`src/rtl/sd_cmd_pkg.sv`:
```
// Shared types and default widths for the SD host command master.
package sd_cmd_pkg;

    localparam int unsigned DEF_IDX_W     = 6;
    localparam int unsigned DEF_ARG_W     = 32;
    localparam int unsigned DEF_RESP_W    = 128;
    localparam int unsigned DEF_TO_W      = 16;
    localparam int unsigned DEF_MAX_RETRY = 2;

    typedef enum logic [2:0] {
        IDLE      = 3'd0,
        SETUP     = 3'd1,
        WAIT_RESP = 3'd2,
        ACK_WAIT  = 3'd3,
        TIMEOUT   = 3'd4,
        FINISH    = 3'd5
    } state_t;

    localparam logic [1:0] RESP_NONE  = 2'd0;
    localparam logic [1:0] RESP_SHORT = 2'd1;
    localparam logic [1:0] RESP_LONG  = 2'd2;

    // Short and reserved types carry an index to check; none and long do not.
    function automatic logic resp_checks_index(input logic [1:0] rt);
        return (rt != RESP_NONE) && (rt != RESP_LONG);
    endfunction

endpackage

```
`src/rtl/sd_cmd_master_gen_if.sv`:
```
// Host-register and CMD-PHY signal bundle for sd_cmd_master_gen.
interface sd_cmd_master_gen_if
    import sd_cmd_pkg::*;
#(
    parameter int unsigned IDX_W  = DEF_IDX_W,
    parameter int unsigned ARG_W  = DEF_ARG_W,
    parameter int unsigned RESP_W = DEF_RESP_W,
    parameter int unsigned TO_W   = DEF_TO_W
);
    logic                   new_cmd;
    logic [IDX_W-1:0]       cmd_index;
    logic [ARG_W-1:0]       cmd_arg;
    logic [1:0]             resp_type;
    logic [TO_W-1:0]        timeout_value;
    logic                   REQ_out;
    logic                   ACK_in;
    logic [IDX_W+ARG_W-1:0] cmd_out;
    logic                   REQ_in;
    logic                   ACK_out;
    logic [RESP_W-1:0]      cmd_response;
    logic                   cmd_error;
    logic                   cmd_busy;
    logic                   cmd_complete;
    logic                   timeout_error;
    logic                   cmd_crc_error;
    logic                   cmd_index_error;
    logic [RESP_W-1:0]      response_out;

    modport master (
        input  new_cmd, cmd_index, cmd_arg, resp_type, timeout_value,
        input  ACK_in, REQ_in, cmd_response, cmd_error,
        output REQ_out, cmd_out, ACK_out, cmd_busy, cmd_complete,
        output timeout_error, cmd_crc_error, cmd_index_error, response_out
    );

    modport slave (
        output new_cmd, cmd_index, cmd_arg, resp_type, timeout_value,
        output ACK_in, REQ_in, cmd_response, cmd_error,
        input  REQ_out, cmd_out, ACK_out, cmd_busy, cmd_complete,
        input  timeout_error, cmd_crc_error, cmd_index_error, response_out
    );

endinterface

```
`src/rtl/sd_cmd_timeout_ctr.sv`:
```
// Saturating response-wait counter with a compare-equal hit; a zero limit never hits.
module sd_cmd_timeout_ctr
    import sd_cmd_pkg::*;
#(
    parameter int unsigned TO_W = DEF_TO_W
) (
    input  logic            i_clk,
    input  logic            i_rst,
    input  logic            i_clr,
    input  logic            i_en,
    input  logic [TO_W-1:0] i_limit,
    output logic            o_hit_c
);
    logic [TO_W-1:0] r_cnt;

    always_ff @(posedge i_clk) begin
        if (i_rst || i_clr) begin
            r_cnt <= '0;
        end else if (i_en && (r_cnt != '1)) begin
            r_cnt <= r_cnt + TO_W'(1);
        end
    end

    assign o_hit_c = (i_limit != '0) && (r_cnt == i_limit);

endmodule

```
`src/rtl/sd_cmd_master_gen.sv`:
```
// SD host command master: issues {index,arg} over REQ/ACK, collects the response, reports status.
// Define SD_CMD_RETRY_EN to re-issue a timed-out command up to MAX_RETRY times.
module sd_cmd_master_gen
    import sd_cmd_pkg::*;
#(
    parameter int unsigned IDX_W     = DEF_IDX_W,
    parameter int unsigned ARG_W     = DEF_ARG_W,
    parameter int unsigned RESP_W    = DEF_RESP_W,
    parameter int unsigned TO_W      = DEF_TO_W
`ifdef SD_CMD_RETRY_EN
   ,parameter int unsigned MAX_RETRY = DEF_MAX_RETRY
`endif
) (
    input  logic                CLK_host,
    input  logic                reset,
    sd_cmd_master_gen_if.master bus
);
    localparam int unsigned CW = IDX_W + ARG_W;

    state_t            r_state;
    logic [1:0]        r_rt;
    logic [TO_W-1:0]   r_to;
    logic [CW-1:0]     r_cmd_out;
    logic              r_req_out;
    logic              r_ack_out;
    logic              r_busy;
    logic              r_complete;
    logic              r_to_err;
    logic              r_crc_err;
    logic              r_idx_err;
    logic [RESP_W-1:0] r_resp;
    logic              w_to_hit;
    logic [IDX_W-1:0]  w_rsp_idx;

`ifdef SD_CMD_RETRY_EN
    localparam int unsigned RTY_W = (MAX_RETRY < 1) ? 1 : $clog2(MAX_RETRY + 1);
    logic [RTY_W-1:0]  r_retry;
`endif

    assign w_rsp_idx = bus.cmd_response[CW-1:ARG_W];

    // Counter runs only while waiting and is held at zero everywhere else.
    sd_cmd_timeout_ctr #(.TO_W(TO_W)) u_to_ctr (
        .i_clk   (CLK_host),
        .i_rst   (reset),
        .i_clr   (r_state != WAIT_RESP),
        .i_en    (r_state == WAIT_RESP),
        .i_limit (r_to),
        .o_hit_c (w_to_hit)
    );

    always_ff @(posedge CLK_host) begin
        if (reset) begin
            r_state    <= IDLE;
            r_rt       <= RESP_NONE;
            r_to       <= '0;
            r_cmd_out  <= '0;
            r_req_out  <= 1'b0;
            r_ack_out  <= 1'b0;
            r_busy     <= 1'b0;
            r_complete <= 1'b0;
            r_to_err   <= 1'b0;
            r_crc_err  <= 1'b0;
            r_idx_err  <= 1'b0;
            r_resp     <= '0;
`ifdef SD_CMD_RETRY_EN
            r_retry    <= '0;
`endif
        end else begin
            r_complete <= 1'b0;
            case (r_state)
                IDLE: begin
`ifdef SD_CMD_RETRY_EN
                    r_retry <= '0;
`endif
                    if (bus.new_cmd) begin
                        r_rt      <= bus.resp_type;
                        r_to      <= bus.timeout_value;
                        r_cmd_out <= {bus.cmd_index, bus.cmd_arg};
                        r_to_err  <= 1'b0;
                        r_crc_err <= 1'b0;
                        r_idx_err <= 1'b0;
                        r_resp    <= '0;
                        r_busy    <= 1'b1;
                        r_req_out <= 1'b1;
                        r_state   <= SETUP;
                    end
                end
                SETUP: begin
                    if (bus.ACK_in) begin
                        r_req_out <= 1'b0;
                        r_state   <= (r_rt == RESP_NONE) ? FINISH : WAIT_RESP;
                    end
                end
                WAIT_RESP: begin
                    // A response on the compare cycle beats the timeout.
                    if (bus.REQ_in) begin
                        r_resp    <= bus.cmd_response;
                        r_ack_out <= 1'b1;
                        r_crc_err <= bus.cmd_error;
                        if (resp_checks_index(r_rt) && (w_rsp_idx != r_cmd_out[CW-1:ARG_W])) begin
                            r_idx_err <= 1'b1;
                        end
                        r_state   <= ACK_WAIT;
                    end else if (w_to_hit) begin
`ifdef SD_CMD_RETRY_EN
                        if (r_retry < RTY_W'(MAX_RETRY)) begin
                            r_retry   <= r_retry + RTY_W'(1);
                            r_req_out <= 1'b1;
                            r_state   <= SETUP;
                        end else begin
                            r_state   <= TIMEOUT;
                        end
`else
                        r_state <= TIMEOUT;
`endif
                    end
                end
                ACK_WAIT: begin
                    if (!bus.REQ_in) begin
                        r_ack_out <= 1'b0;
                        r_state   <= FINISH;
                    end
                end
                TIMEOUT: begin
                    r_to_err <= 1'b1;
                    r_state  <= FINISH;
                end
                FINISH: begin
                    r_complete <= 1'b1;
                    r_busy     <= 1'b0;
                    r_state    <= IDLE;
                end
                default: begin
                    r_state <= IDLE;
                end
            endcase
        end
    end

    assign bus.REQ_out         = r_req_out;
    assign bus.cmd_out         = r_cmd_out;
    assign bus.ACK_out         = r_ack_out;
    assign bus.cmd_busy        = r_busy;
    assign bus.cmd_complete    = r_complete;
    assign bus.timeout_error   = r_to_err;
    assign bus.cmd_crc_error   = r_crc_err;
    assign bus.cmd_index_error = r_idx_err;
    assign bus.response_out    = r_resp;

endmodule

```
`src/flat_wrapper.sv`:
```
// flat-port wrapper written by rule: the top's interface ports become plain ports
module sd_cmd_master_gen_flat import sd_cmd_pkg::*;
#(
    parameter int unsigned IDX_W     = DEF_IDX_W,
    parameter int unsigned ARG_W     = DEF_ARG_W,
    parameter int unsigned RESP_W    = DEF_RESP_W,
    parameter int unsigned TO_W      = DEF_TO_W

)
  (CLK_host, reset, bus_new_cmd, bus_cmd_index, bus_cmd_arg, bus_resp_type, bus_timeout_value, bus_ACK_in, bus_REQ_in, bus_cmd_response, bus_cmd_error, bus_REQ_out, bus_cmd_out, bus_ACK_out, bus_cmd_busy, bus_cmd_complete, bus_timeout_error, bus_cmd_crc_error, bus_cmd_index_error, bus_response_out);
  sd_cmd_master_gen_if #(.IDX_W(IDX_W), .ARG_W(ARG_W), .RESP_W(RESP_W), .TO_W(TO_W)) bus_i ();
  input  logic CLK_host;
  input  logic reset;
  input wire logic [$bits(bus_i.new_cmd)-1:0] bus_new_cmd;
  input wire logic [$bits(bus_i.cmd_index)-1:0] bus_cmd_index;
  input wire logic [$bits(bus_i.cmd_arg)-1:0] bus_cmd_arg;
  input wire logic [$bits(bus_i.resp_type)-1:0] bus_resp_type;
  input wire logic [$bits(bus_i.timeout_value)-1:0] bus_timeout_value;
  input wire logic [$bits(bus_i.ACK_in)-1:0] bus_ACK_in;
  input wire logic [$bits(bus_i.REQ_in)-1:0] bus_REQ_in;
  input wire logic [$bits(bus_i.cmd_response)-1:0] bus_cmd_response;
  input wire logic [$bits(bus_i.cmd_error)-1:0] bus_cmd_error;
  output wire logic [$bits(bus_i.REQ_out)-1:0] bus_REQ_out;
  output wire logic [$bits(bus_i.cmd_out)-1:0] bus_cmd_out;
  output wire logic [$bits(bus_i.ACK_out)-1:0] bus_ACK_out;
  output wire logic [$bits(bus_i.cmd_busy)-1:0] bus_cmd_busy;
  output wire logic [$bits(bus_i.cmd_complete)-1:0] bus_cmd_complete;
  output wire logic [$bits(bus_i.timeout_error)-1:0] bus_timeout_error;
  output wire logic [$bits(bus_i.cmd_crc_error)-1:0] bus_cmd_crc_error;
  output wire logic [$bits(bus_i.cmd_index_error)-1:0] bus_cmd_index_error;
  output wire logic [$bits(bus_i.response_out)-1:0] bus_response_out;
  assign bus_i.new_cmd = bus_new_cmd;
  assign bus_i.cmd_index = bus_cmd_index;
  assign bus_i.cmd_arg = bus_cmd_arg;
  assign bus_i.resp_type = bus_resp_type;
  assign bus_i.timeout_value = bus_timeout_value;
  assign bus_i.ACK_in = bus_ACK_in;
  assign bus_i.REQ_in = bus_REQ_in;
  assign bus_i.cmd_response = bus_cmd_response;
  assign bus_i.cmd_error = bus_cmd_error;
  assign bus_REQ_out = bus_i.REQ_out;
  assign bus_cmd_out = bus_i.cmd_out;
  assign bus_ACK_out = bus_i.ACK_out;
  assign bus_cmd_busy = bus_i.cmd_busy;
  assign bus_cmd_complete = bus_i.cmd_complete;
  assign bus_timeout_error = bus_i.timeout_error;
  assign bus_cmd_crc_error = bus_i.cmd_crc_error;
  assign bus_cmd_index_error = bus_i.cmd_index_error;
  assign bus_response_out = bus_i.response_out;
  sd_cmd_master_gen #(.IDX_W(IDX_W), .ARG_W(ARG_W), .RESP_W(RESP_W), .TO_W(TO_W)) u_core (.CLK_host(CLK_host), .reset(reset), .bus(bus_i));
endmodule
```
`config.mk`:
```
export PLATFORM = sky130hd
export DESIGN_NAME = sd_cmd_master_gen_flat
export DESIGN_NICKNAME = d
export VERILOG_FILES = /design/src/rtl/sd_cmd_pkg.sv /design/src/rtl/sd_cmd_master_gen_if.sv /design/src/rtl/sd_cmd_timeout_ctr.sv /design/src/rtl/sd_cmd_master_gen.sv /design/src/flat_wrapper.sv
export SDC_FILE = /design/constraint.sdc
export NUM_CORES = 1
export LEC_CHECK = 0
export BUFFER_PORTS_ARGS = -buffer_cell sky130_fd_sc_hd__buf_2
export CORE_MARGIN = 2
export CORE_UTILIZATION = 45
export DETAILED_ROUTE_END_ITERATION = 8
export PLACE_DENSITY = 0.78
export SLEW_MARGIN = 20
export SYNTH_ARGS = -nofsm -noshare
export SYNTH_HDL_FRONTEND = slang
export SYNTH_HIERARCHICAL = 1
export SYNTH_SLANG_ARGS = --single-unit
```
`constraint.sdc`:
```
create_clock -name CLK_host -period 3.6 [get_ports CLK_host]
set_input_delay 0.18 -clock CLK_host [delete_from_list [all_inputs] [get_ports CLK_host]]
set_output_delay 0.18 -clock CLK_host [all_outputs]
set_load 0.01 [all_outputs]
```
* After elaboration in Yosys (flattened, before gate mapping)
Index checks and enable logic that the tools add are counted.
** Operators by class
- Mux-type cells :: 25
- $add $sub $neg :: 1
- Equality and inequality tests :: 16
- Reduce and logical (&&, ||, !) cells :: 22
** Operators with widths (number)
- $mux W128 :: 2
- $pmux W128 S2 :: 1
- $mux W3 :: 6
- $add A16 B1 Y16 const B :: 1
- $eq A16 B16 Y1 :: 1
- $ne A16 B16 Y1 const B :: 1
- $reduce_bool A16 Y1 :: 1
- $pmux W3 S5 :: 1
- $pmux W1 S2 :: 6
- $reduce_bool A2 Y1 :: 6
- $ne A2 B2 Y1 const B :: 5
- $mux W1 :: 9
- $reduce_and A3 Y1 :: 3
- $reduce_and A4 Y1 :: 2
- $eq A3 B2 Y1 const B :: 2
- $eq A3 B3 Y1 const B :: 2
- $ne A3 B2 Y1 const B :: 2
- $ne A6 B6 Y1 :: 1
- $reduce_and A2 Y1 :: 3
- $logic_and A1 B1 Y1 :: 4
- $eq A3 B1 Y1 const B :: 1
- $logic_not A3 Y1 :: 1
- $logic_not A2 Y1 :: 1
- $ne A2 B1 Y1 const B :: 1
- $logic_or A1 B1 Y1 :: 1
** Word-level totals
- Output and inout port bits :: 173
- Flip-flop bits (word level) :: 210
- Logic and storage cells :: 77

* Longest topological paths before layout
- Depth after elaboration :: 6
- Gate-level depth with buffers :: 9
- Depth with buffers taken out :: 8

* By module
The synthesis kept the hierarchy.
** Modules (own cells, without submodules)
- sd_cmd_master_gen :: instances 1, cells an instance 900, seq. area each 3883.7 um^2, area each 7368.3 um^2
- sd_cmd_timeout_ctr :: instances 1, cells an instance 127, seq. area each 320.3 um^2, area each 1108.6 um^2

* Worst setup path before layout
Ideal clock, no wire load.
- Kind :: register to register
- Start :: reg u_core.r_state[0]
- End :: reg u_core.u_to_ctr.r_cnt[14]
- Buffers on the path :: 1
- Clock period less this slack :: 1.644 ns
- Cell stages (with the launch flop) :: 9
- Path slack :: 1.956 ns
- Arrival :: 1.574 ns
- Path through :: dfxtp_1 > nor2_4 > nand2_1 > inv_1 > and2_0 > buf_2 > nand2_1 > or3_1 > a21oi_1
** Between the ends
- Longest elaborated chain between the ends :: 2
** Ends and longest elaborated chain
- from (decl) :: RTL line sd_cmd_master_gen.sv:20 : state_t r_state;
- from (signal assigned) :: RTL line sd_cmd_master_gen.sv:92 : r_state <= (r_rt == RESP_NONE) ? FINISH : WAIT_RESP;
- $eq A3 B2 Y1 / $ne A3 B2 Y1 (equally long branches) :: RTL line sd_cmd_master_gen.sv:47, sd_cmd_master_gen.sv:46
- $logic_and A1 B1 Y1 / $logic_or A1 B1 Y1 (equally long branches) :: RTL line sd_cmd_timeout_ctr.sv:19, sd_cmd_timeout_ctr.sv:17
- to (signal assigned) :: RTL line sd_cmd_timeout_ctr.sv:20 : r_cnt <= r_cnt + TO_W'(1);
- to (decl) :: RTL line sd_cmd_timeout_ctr.sv:14 : logic [TO_W-1:0] r_cnt;
Several ways; a longest one is shown, not always the timed one.
A chain may end at the register's enable or synchronous reset.

* Final worst setup path
- Start :: reg u_core.r_state[1]
- End :: reg u_core.r_resp[73], in the netlist u_core/bus.response_out[73]
** Between the ends
- Longest elaborated chain between the ends :: 3
** Ends and longest elaborated chain
- $eq A3 B2 Y1 / $logic_not A3 Y1 (equally long branches) :: RTL line sd_cmd_master_gen.sv:71 : case (r_state)
- $ne A2 B2 Y1 (no line) / $reduce_bool A2 Y1 (equally long branches)
- $reduce_and A3 Y1 (no line)
- to (signal assigned) :: RTL line sd_cmd_master_gen.sv:98 : r_resp <= bus.cmd_response;
- to (decl) :: RTL line sd_cmd_master_gen.sv:31 : logic [RESP_W-1:0] r_resp;
Several ways; a longest one is shown, not always the timed one.

==> results.yml <==
sta:
  worstMarginPinSlew_ns: 0.930
  fin_hold_ws_ns: 0.0439
  hold_viol_final: 0
  final.setup_skew_ns: 0.00938
  setup_viol: 0
  fin_crit_sh_pct: 65.8
  slew_viol_final: 0
  fin_crit_ns: 2.37
  tns_ns: 0
  slew_headroom_pct: 38.0
  rsz0062_at_grt: "false"
  fmax_mhz: 422
power_and_ir_drop:
  netSwitchingFraction_pct: 33.1
  p_int_mw: 4.51
  seq_power_share_pct: 39.2
  p_switching_mw: 2.24
  ir_drop_uv: 414
  p_per_area_mw_per_mm2: 527
  pwr-share-comb_pct: 25.0
  p_leak_nw: 5.51
  clkPwrFrac_pct: 35.9
  totalPowerFinal_mw: 6.75
die:
  die_area_sq_mm: 0.0200
  core-area_sq_mm: 0.0186
  io_pins: 363
  initial_utilization_pct: 45.6
  fp.dieH_microns: 141
  row_count: 50
  dieWidth_microns: 141
worst_setup_path:
  r2r_end: "u_core/bus.response_out[73]"
  r2r_cells: 5
  critPathLaunchType: "flop"
  regToRegSetupSlack_ns: 1.23
  worstSetupEndpointType: "flop"
  crit_fanout: 60
  path_cells: "mux2_4 -> nand2_4 -> buf_12 -> nand2_1 -> a21oi_1"
  critPathKind: "flop to flop"
  slowest_delay_ns: 0.75
  crit_family: "flip-flops"
  cp_slowest_cell: "dfxtp_4"
  critPathRequiredTime_ns: 4.02
  rr_startpoint: "u_core/r_state[1]"
  worstPathArrival_ns: 2.79
  worst-path-buf-inv: 1
synth:
  synth_fa_ha_area_share_pct: 0.148
  synth_xor_area_share_pct: 2.38
  yosysWarnings: 6
  syn-cell-area_sq_mm: 0.00848
  synth_mux_area_share_pct: 0.768
  synth_ff_type: "dfxtp_1"
  ys_async_sr_fraction_pct: 0
  synth_top_family_by_area: "simple AND/OR/NAND/NOR gates"
  ys_seq_elements: 210
  syn_avg_cell_area_sq_um: 8.25
  synth_cell_types: 51
  synth-compound-area-share_pct: 14.2
  yosysSeqAreaShare_pct: 49.6
  syn_nets: 1218
  synthTopCellsByArea: "dfxtp_1 (50%), a21oi_1 (12%), nand2_1 (11%), nand4_1 (10%), xor2_1 (2.3%)"
  postSynthCellCount: 1027
  synthDominantCellAreaShare_pct: 49.6
  synth-simple-area-share_pct: 26.5
  yosysTopAreaCell: "dfxtp_1"
  synth-edff-count: 0
finish:
  drive_above_1_share_pct: 28.0
  num-fill-cells: 1278
  final_common_cell: "buf_2"
  final_cell_mix: "buf_2 (360), nand2_1 (253), dfxtp_1 (209), a21oi_1 (199), dlygate4sd3_1 (185)"
  layout.nets: 1699
  syn_to_final_growth_pct: 51.1
global_route:
  overflow: 0
  grt_max_degree: 101
  antenna_found_initial: 1
  track_usage_pct: 30.7
  grt_pass1_wl_microns: 50400
  grt_pass1_vias: 9924
routing:
  detail-route-antenna-nets: 0
  drt_first_pass_iters: 6
  drc: 0
  viasPerCell: 5.70
  wl_met1_microns: 11500
  vias: 10000
  highest_layer: "met4"
  wl_met3_microns: 2940
  first_iter_violations: 912
  routed_wl_microns: 32600
  dr_wl_met2_microns: 16100
  wl_per_cell_microns: 18.5
worst_hold_path:
  whs_endpoint: "u_core/bus.response_out[75]"
  hp-class: "input pin to flop"
  whs_path_depth: 3
  hp-start: "bus_cmd_response[75]"
clock_network:
  cts_setup_buffers: 0
  htreeDepth: 1
  cts.sinks: 210
  numCtsBuffers: 23
  clockBufferDepth: 3
  root_buffer: "clkbuf_16"
  cts.clk_slew.worst_paths_ns: 0.06
  cts_tree: "built"
  cts_resized: 0
  cts_hold_buf: 185
  worst_skew_pair.late_latency_ns: 0.51
placement:
  gp_congestion: 0.835
  portBuffers: 362
  hpwl_microns: 17400
outcome:
  outcome: "finished clean"
flow_run:
  cap_violations: 0
[power groups by stage]
stage / registers, mW / clock network (mW) / logic, mW
final: 2.64 / 2.42 / 1.68
after global routing: 2.66 / 2.55 / 1.81
after CTS: 2.63 / 2.46 / 1.62
after detailed placement: 2.68 / 0 / 1.45
after global placement: 2.67 / 0 / 1.45
after floorplan: 2.68 / 0 / 1.07
[how the worst max path moves through the flow]
stage | from | end | slack, ns | cells past startpoint
final | u_core/r_state[1] | u_core/bus.response_out[73] | 1.23 | 5
after global routing | u_core/r_state[1] | u_core/bus.cmd_out[27] | 1.09 | 5
after CTS | u_core/r_state[1] | u_core/bus.cmd_out[23] | 1.30 | 5
after detailed placement | u_core/r_state[1] | u_core/u_to_ctr/r_cnt[6] | 1.31 | 6
after global placement | bus_REQ_in | u_core/r_state[0] | 1.35 | 5
after floorplan | u_core/r_state[0] | u_core/u_to_ctr/r_cnt[14] | 1.96 | 8
[layer usage]
layer / vias up / GRT usage, %
li1: 4583 / -
met1: 4635 / 34.0
met2: 651 / 53.4
met3: 157 / 7.12
met4: 0 / 18.8
met5: - / 0
[cell usage after synthesis, drive strengths merged (5+ instances only)]
cell    count
mux2i       5
nor3        6
nand4     137
or3         6
a21oi     199
nand2b      6
nand3       6
nand2     254
nor2       16
dfxtp     210
o21ai      11
nor4       11
xor2       22
clkbuf     49
buf        51
[area by class of cell]
type | count | area, sq um | area share (%)
antenna | 1 | 2.50 | 0.0195
clock buffer | 33 | 693 | 5.41
clock inverter | 8 | 93.8 | 0.732
inverter | 3 | 11.3 | 0.0879
multi-input combinational | 714 | 3750 | 29.2
sequential | 210 | 4210 | 32.8
tap | 234 | 293 | 2.29
timing repair buffer | 556 | 3760 | 29.4
[kinds of logic after synthesis]
family,after synthesis
adder cells (fa/ha/maj),1
AO/OA/AOI/OAI,227
multiplexers,6
flip-flops,210
buffers and inverters,103
AND/OR/NAND/NOR,457
XOR/XNOR,23
[worst register-to-register path: stages (launching register included)]
cell,delay (ns)
dfxtp_4,0.75
mux2_4,0.37
nand2_4,0.47
buf_12,0.36
nand2_1,0.15
a21oi_1,0.20
[sequential cells by signal, summed over array words and instances (netlist names), 2 cells and up]
register                 cells
u_core/u_to_ctr/r_cnt       16
u_core/r_to                 16
u_core/r_state               3
u_core/bus.response_out    128
u_core/bus.cmd_out          38
u_core/r_rt                  2
[metrics by stage]
step / area [sq um] / util, % / setup WS [ns] / instances
3_3_place_gp: 10200 / 54.7 / 1.35 / 1532
6_report: 12800 / 69.0 / 1.23 / 1759
2_1_floorplan: 8480 / - / 1.96 / 1027
4_1_cts: 12800 / 68.9 / 1.30 / 1758
5_1_grt: 12800 / 69.0 / 1.09 / 1759
3_5_place_dp: 10200 / 54.7 / 1.31 / 1532
Power figures use the tool's default switching activity.
